### src/rtl/ub_port_arbiter.sv
// Shares the single-port Unified Buffer SRAM between the host/DMA load path and the
// systolic-array path using burst-limited round-robin, one SRAM access per cycle.
module ub_port_arbiter #(
    parameter int ADDRESSSIZE = 10,
    parameter int WORDSIZE    = 64,
    parameter int MAX_BURST   = 4
) (
    input  logic                   clk,
    input  logic                   rst,
    input  logic                   h_req_valid,
    output logic                   h_req_ready,
    input  logic                   h_req_we,
    input  logic [ADDRESSSIZE-1:0] h_req_addr,
    input  logic [WORDSIZE-1:0]    h_req_wdata,
    output logic                   h_rsp_valid,
    input  logic                   a_req_valid,
    output logic                   a_req_ready,
    input  logic                   a_req_we,
    input  logic [ADDRESSSIZE-1:0] a_req_addr,
    input  logic [WORDSIZE-1:0]    a_req_wdata,
    output logic                   a_rsp_valid,
    output logic [WORDSIZE-1:0]    rsp_rdata,
    output logic                   sram_we,
    output logic [ADDRESSSIZE-1:0] sram_addr,
    output logic [WORDSIZE-1:0]    sram_wdata,
    input  logic [WORDSIZE-1:0]    sram_rdata
);

    localparam int            CW      = $clog2(MAX_BURST + 1);
    localparam logic [CW-1:0] CNT_MAX = CW'(MAX_BURST);

    typedef enum logic {
        OWNER_HOST  = 1'b0,
        OWNER_ARRAY = 1'b1
    } owner_t;

    owner_t        owner;
    logic [CW-1:0] cnt;
    logic          grant_h;
    logic          grant_a;
    logic          rsp_h_q;
    logic          rsp_a_q;

    // The owner keeps the port until its burst budget is spent, but only while the other side waits.
    always_comb begin
        grant_h = 1'b0;
        grant_a = 1'b0;
        if (!rst) begin
            if (h_req_valid && a_req_valid) begin
                if (cnt < CNT_MAX) begin
                    grant_h = (owner == OWNER_HOST);
                    grant_a = (owner == OWNER_ARRAY);
                end else begin
                    grant_h = (owner == OWNER_ARRAY);
                    grant_a = (owner == OWNER_HOST);
                end
            end else begin
                grant_h = h_req_valid;
                grant_a = a_req_valid;
            end
        end
    end

    assign h_req_ready = grant_h;
    assign a_req_ready = grant_a;

    // An idle port issues a harmless read of address 0; no response is tracked for it.
    always_comb begin
        sram_we    = 1'b0;
        sram_addr  = '0;
        sram_wdata = '0;
        if (grant_h) begin
            sram_we    = h_req_we;
            sram_addr  = h_req_addr;
            sram_wdata = h_req_wdata;
        end else if (grant_a) begin
            sram_we    = a_req_we;
            sram_addr  = a_req_addr;
            sram_wdata = a_req_wdata;
        end
    end

    always_ff @(posedge clk) begin
        if (rst) begin
            owner   <= OWNER_HOST;
            cnt     <= '0;
            rsp_h_q <= 1'b0;
            rsp_a_q <= 1'b0;
        end else begin
            rsp_h_q <= grant_h && !h_req_we;
            rsp_a_q <= grant_a && !a_req_we;
            if (grant_h || grant_a) begin
                if ((grant_h && owner == OWNER_HOST) || (grant_a && owner == OWNER_ARRAY)) begin
                    if (cnt != CNT_MAX) begin
                        cnt <= cnt + CW'(1);
                    end
                end else begin
                    owner <= grant_h ? OWNER_HOST : OWNER_ARRAY;
                    cnt   <= CW'(1);
                end
            end
        end
    end

    // Gating with rst drops a response whose read was granted just before reset arrived.
    assign h_rsp_valid = rsp_h_q && !rst;
    assign a_rsp_valid = rsp_a_q && !rst;
    assign rsp_rdata   = sram_rdata;

endmodule

### config.mk
export PLATFORM = sky130hd
export DESIGN_NAME = ub_port_arbiter
export DESIGN_NICKNAME = d
export VERILOG_FILES = /design/src/rtl/ub_port_arbiter.sv
export SDC_FILE = /design/constraint.sdc
export NUM_CORES = 1
export LEC_CHECK = 0
export ABC_AREA = 1
export CORE_AREA = 2 2 142 144
export CTS_CLUSTER_SIZE = 40
export DETAILED_ROUTE_END_ITERATION = 12
export DIE_AREA = 0 0 144 146
export DONT_BUFFER_PORTS = 1
export SETUP_SLACK_MARGIN = 0.2
export SYNTH_ARGS = -nofsm -noshare
export SYNTH_HDL_FRONTEND = slang
export SYNTH_SLANG_ARGS = --single-unit
### constraint.sdc
create_clock -name clk -period 2 [get_ports clk]
set_clock_uncertainty 0.15 [all_clocks]
set_input_delay 0.6 -clock clk [delete_from_list [all_inputs] [get_ports clk]]
set_output_delay 0.6 -clock clk [all_outputs]
set_load 0.005 [all_outputs]
Word-level counts from Yosys, hierarchy flattened
Cells that the tools add are included.
Widths: inputs -> output; s select.
- output and inout bits: 143
- input bits: 218
- flip-flop bits (word level): 6
- logic and storage cells: 39
- bitwise gates (word level): 2
- $add $sub $neg: 1
- order comparisons: 1
- reductions and logical operators: 14
- equal/unequal tests: 2
- muxes and demuxes: 15
- operators by type and width (operator ; number):
    $mux 64 ; 2
    $mux 10 ; 2
    $mux 1 ; 9
    $logic_and 1x1->1 ; 7
    $mux 3 ; 2
    $reduce_and 2->1 ; 2
    $add 3x1->3 const B ; 1
    $logic_not 1->1 ; 3
    $lt 3x3->1 const B ; 1
    $ne 3x3->1 const B ; 1
    $logic_or 1x1->1 ; 2
    $ne 2x1->1 const B ; 1
    $not 1->1 ; 2

Longest topological paths before layout
- depth after elaboration: 8
- depth in mapped cells: 9
- mapped depth without buffers: 9

Worst setup path before layout
No wires, ideal clock.
- kind: input -> output
- start point: input port h_req_valid
- end point: output port sram_wdata[22]
- stages: 7
- data arrival time: 1.316 ns
- required time: 1.250 ns
- buffers on the path: 2
- path slack: -0.066 ns
- path through: inv_1 > nor2_1 > nand2_2 > inv_2 > buf_6 > buf_6 > a22o_1
- word-level cells in the longest chain between the ends: 5
- elaborated cells between the ends (all ways): 7
- classes of those cells: mux: 6; reduce/logical: 1
- RTL lines (element ; line ; source):
    start: declaration ; 10 ; input logic h_req_valid,
    $logic_and 1x1->1 ; 49 ; if (h_req_valid && a_req_valid) begin
    $mux 1 ; 49 ;
    $mux 1 ; 48 ; if (!rst) begin
    $mux 64 ; 76 ; end else if (grant_a) begin
    $mux 64 (*) ; 72 ; if (grant_h) begin
    end: declaration ; 25 ; output logic [WORDSIZE-1:0] sram_wdata,
Mark *: on every way between the ends. The rest lies on a longest branch, timed or not.

Worst setup path after layout
- start point: register cnt[2]
- end point: output port sram_wdata[39]
- word-level cells in the longest chain between the ends: 6
- elaborated cells between the ends (all ways): 9
- classes of those cells: order compare: 1; mux: 8
- RTL lines (element ; line ; source):
    start: declaration ; 38 ; logic [CW-1:0] cnt;
    start signal: assignment ; 95 ; cnt <= cnt + CW'(1);
    $lt 3x3->1 (*) ; 50 ; if (cnt < CNT_MAX) begin
    $mux 1 ; 50 ;
    $mux 1 ; 49 ;
    $mux 1 ; 48 ;
    $mux 64 ; 76 ;
    $mux 64 (*) ; 72 ;
Marks and branches as above.

==> results.txt <==
The endpoint of the worst register-to-register path is cnt[1]. The total count of hold-check failures in the final report is 0. The average detailed-routed wire length per instance is 23.6 um.

The initial antenna violation count came to 0. The I/O pin count is 361. The post-synthesis register bit count came out at 6.

In this run the worst setup path terminates at sram_wdata[39]. The checks that failed: setup timing. Net switching is 33.6% of the power.

The number of standard cells in the final layout excluding fillers came out at 431. The element type at the critical path end is an output port. Global routing used 8.54% of the available tracks across all layers. The worst setup path category is reg2out. The number of antenna cells inserted came out at 0. The total half-perimeter wirelength after legalization and detailed placement came out at 6.99 mm. The clock tree root buffer cell is sky130_fd_sc_hd__clkbuf_16. The type of origin of the critical path is a flip-flop. The worst register-to-register path has a setup slack of 0.34 ns. The data arrival at the endpoint of the critical path came out at roughly 1.5 ns. The number of DRC violations after detailed routing came out at 0.

Setup repair after global routing could not meet its margin everywhere. The hold-fix buffer count after cts came out at 0. The via count of the first global-routing pass is approximately 1500. The number of port buffers is 0. The die outline height came out at 146 um. The via density per instance is 3.69.

Of all nets on the critical path, the largest fanout is 20. The post-route worst hold slack came out at 0.291 ns. The number of distinct library cell variants in the gate-level netlist after synthesis is 19.

For this run, the detailed router's first-pass iteration total came to 5. In this run, the clock network consumes between 30% and 40% of the power. The flow ran to the end, but the final reports show violations.

The mapped cell area came out at 1630 sq um. The clock insertion delay at the later pin of the skew report is 0.23 ns. The horizontal die dimension came out at 144 um. The summed negative setup slack over all endpoints is -16.84 ns. The final wirelength is 10.2 mm. The count of max-cap constraint violations is 0. Routability-driven placement finished with a final weighted congestion of 0.669. The analysis attributes to net switching a power of around 0.33 mW.

The number of H-tree levels came out at 1. The number of clock buffers inserted by TritonCTS came out at 3. The number of cells produced by synthesis is 212. Once routing completed, OpenROAD measured the worst setup slack at -0.269 ns. The detail route stage leaves a number of antenna-violating nets equal to 0. The worst slew margin relative to its limit is between 80% and 90%. The wire length on met1 came out at 3.98 mm. The leakage dissipation came out at 0.845 nW. For the pin with the worst max-slew slack, the measured transition is 0.201 ns. Of the total power, combinational logic draws 53.1%.

Based on the critical path, the design can be clocked at up to 441 MHz. The number of cells after detailed placement came out at roughly 400. The cell area after layout came out at 2130 sq um. The post-synthesis sequential area ratio came out at 7.36%.

The die covers 21000 sq um. The CTS tree is built. The post-route minimum period came out at approximately 2.3 ns.

The worst hold path belongs to the class in2reg. The worst hold path begins at a_req_we. The peak supply drop is 0.000262 V.

Detailed routing inserted a total of ~1600 vias. The total overflow left after global routing is 0. The first routing iteration left 71 violations.

The number of sinks on the clock net came out at 6. The share of cells above drive strength 1 is 39.2%. In the detailed route, the total length drawn on met3 is 1.07 mm.

The global-route wire length before repair came out at 12.2 mm. The top routing layer in use is met4. The fraction of power consumed by sequential logic came out at 14.2%. The largest net degree at the start of global routing is 24. The core region is 19300 sq um.

The mean instance size in the synthesized netlist came out at 7.70 sq um. The Yosys warning count came out at 0. In the detailed route, the total length drawn on met2 is 4.87 mm. The instance area after placement came out at 1520 sq um.

In this run the deepest clock path goes through 2 buffers. The internal portion of the total power is 0.662 mW. The start of the worst register-to-register path is cnt[2]. The worst path uses 113% of the clock period. The floorplan row count came out at 51. The required time reported for the critical path endpoint came out at 1.25 ns. The power density over cell area is 467 nW/um^2. The post-layout net count came out at between 300 and 400. The number of nets handed over by synthesis was 432. The count of final max-slew check failures is 0. The number of cell instances on the worst register-to-register path came out at 10.

The most critical setup path has its startpoint at cnt[2]. The final setup violation count came out at 77. The starting utilization of the core area is 8.44%. The area growth from synthesis to final layout came out at 30.6%. The post-CTS clock slew at the launch and capture registers of the worst setup and hold paths is 0.03 ns.
==> area by class of cell <==
class / instances / area (sq um)
well taps: 265 / 332
multi-input cells: 113 / 1010
clock buffers: 3 / 75.1
flip-flops and latches: 6 / 123
repair buffers: 31 / 512
inverters: 13 / 83.8
fillers: 2217 / 17200
==> state kept, by name (all words and copies together), names as in the netlist <==
| register | cells |
|---|---|
| cnt | 3 |
| owner | 1 |
| rsp_a_q | 1 |
| rsp_h_q | 1 |
==> worst min-delay path by stage <==
stage	slack (ns)	to	cells past startpoint
after floorplan	0.33	cnt[1]	2
after global placement	0.36	cnt[1]	2
after detailed placement	0.37	cnt[1]	2
after CTS	0.29	rsp_a_q	1
after global routing	0.29	rsp_a_q	1
final	0.29	rsp_a_q	1
==> power by group through the flow <==
stage	Sequential, mW	Clock (mW)	Combinational [mW]
final	0.141	0.326	0.529
after global routing	0.143	0.347	0.564
after CTS	0.141	0.335	0.515
after detailed placement	0.141	0	0.339
after global placement	0.140	0	0.336
after floorplan	0.140	0	0.371
==> logic make-up after synthesis <==
logic type / after synthesis / share of synthesized area [%]
xor gates and xnor gates: 1 / 0.536
AOI/OAI and AO/OA: 79 / 41.6
DFF: 6 / 7.36
adders and majority gates: 2 / 1.53
buffers and inverters: 93 / 40.8
and+or+nand+nor: 31 / 8.20
==> cells in the final DEF, fill, tap and decap left out, drive strengths merged <==
| cell | instances |
|---|---|
| a22o | 74 |
| buf | 30 |
| nand2 | 18 |
| inv | 13 |
| nor2 | 8 |
| dfxtp | 6 |
| clkbuf | 4 |
| nand3 | 4 |
| a21oi | 2 |
| ha | 2 |
| o211ai | 1 |
| nand4 | 1 |
| o31ai | 1 |
| xor2 | 1 |
| a31oi | 1 |
==> routing by layer <==
layer / vias to the layer above / track usage [%]
met5: - / 0
met2: 154 / 14.0
met4: 0 / 2.75
li1: 625 / -
met3: 32 / 3.19
met1: 779 / 10.2
==> repair_timing <==
item,in CTS,in global routing
setup buffers,8,2
cloned,9,1
setup endpoints to repair,77,77
pin swaps,13,11
gates resized for setup,39,4
==> cells in the mapped netlist <==
cell	n	area share, %
sky130_fd_sc_hd__nand3_1	3	0.92
sky130_fd_sc_hd__buf_6	9	6.2
sky130_fd_sc_hd__nand2_1	16	3.7
sky130_fd_sc_hd__inv_1	10	2.3
sky130_fd_sc_hd__a21oi_1	2	0.61
sky130_fd_sc_hd__nor2_1	8	1.8
sky130_fd_sc_hd__o211ai_1	1	0.46
sky130_fd_sc_hd__nand3_2	1	0.61
sky130_fd_sc_hd__a22o_1	74	40
sky130_fd_sc_hd__buf_2	7	2.1
sky130_fd_sc_hd__nand2_2	2	0.77
sky130_fd_sc_hd__ha_1	2	1.5
sky130_fd_sc_hd__dfxtp_1	6	7.4
sky130_fd_sc_hd__nand4_1	1	0.38
sky130_fd_sc_hd__inv_2	3	0.69
sky130_fd_sc_hd__xor2_1	1	0.54
sky130_fd_sc_hd__o31ai_1	1	0.46
sky130_fd_sc_hd__a31oi_1	1	0.38
sky130_fd_sc_hd__buf_4	64	29
==> worst max-delay path, stage by stage, from the launching register on <==
cell,delay (ns)
sky130_fd_sc_hd__dfxtp_2,0.34
sky130_fd_sc_hd__inv_2,0.05
sky130_fd_sc_hd__nand2_2,0.07
sky130_fd_sc_hd__buf_4,0.11
sky130_fd_sc_hd__nand3_4,0.07
sky130_fd_sc_hd__nand2_4,0.11
sky130_fd_sc_hd__inv_8,0.08
sky130_fd_sc_hd__buf_16,0.17
sky130_fd_sc_hd__a22o_4,0.28
==> metrics by stage <==
step	setup slack, ns	util, %	power, mW
global route	-0.331	11.0	1.05
floorplan	-0.0143	-	0.511
global placement	-0.159	7.88	0.476
CTS	-0.254	10.7	0.991
detailed placement	-0.178	7.88	0.480
finish	-0.269	11.0	0.997
Note: power is estimated with default switching activity, not from simulation.
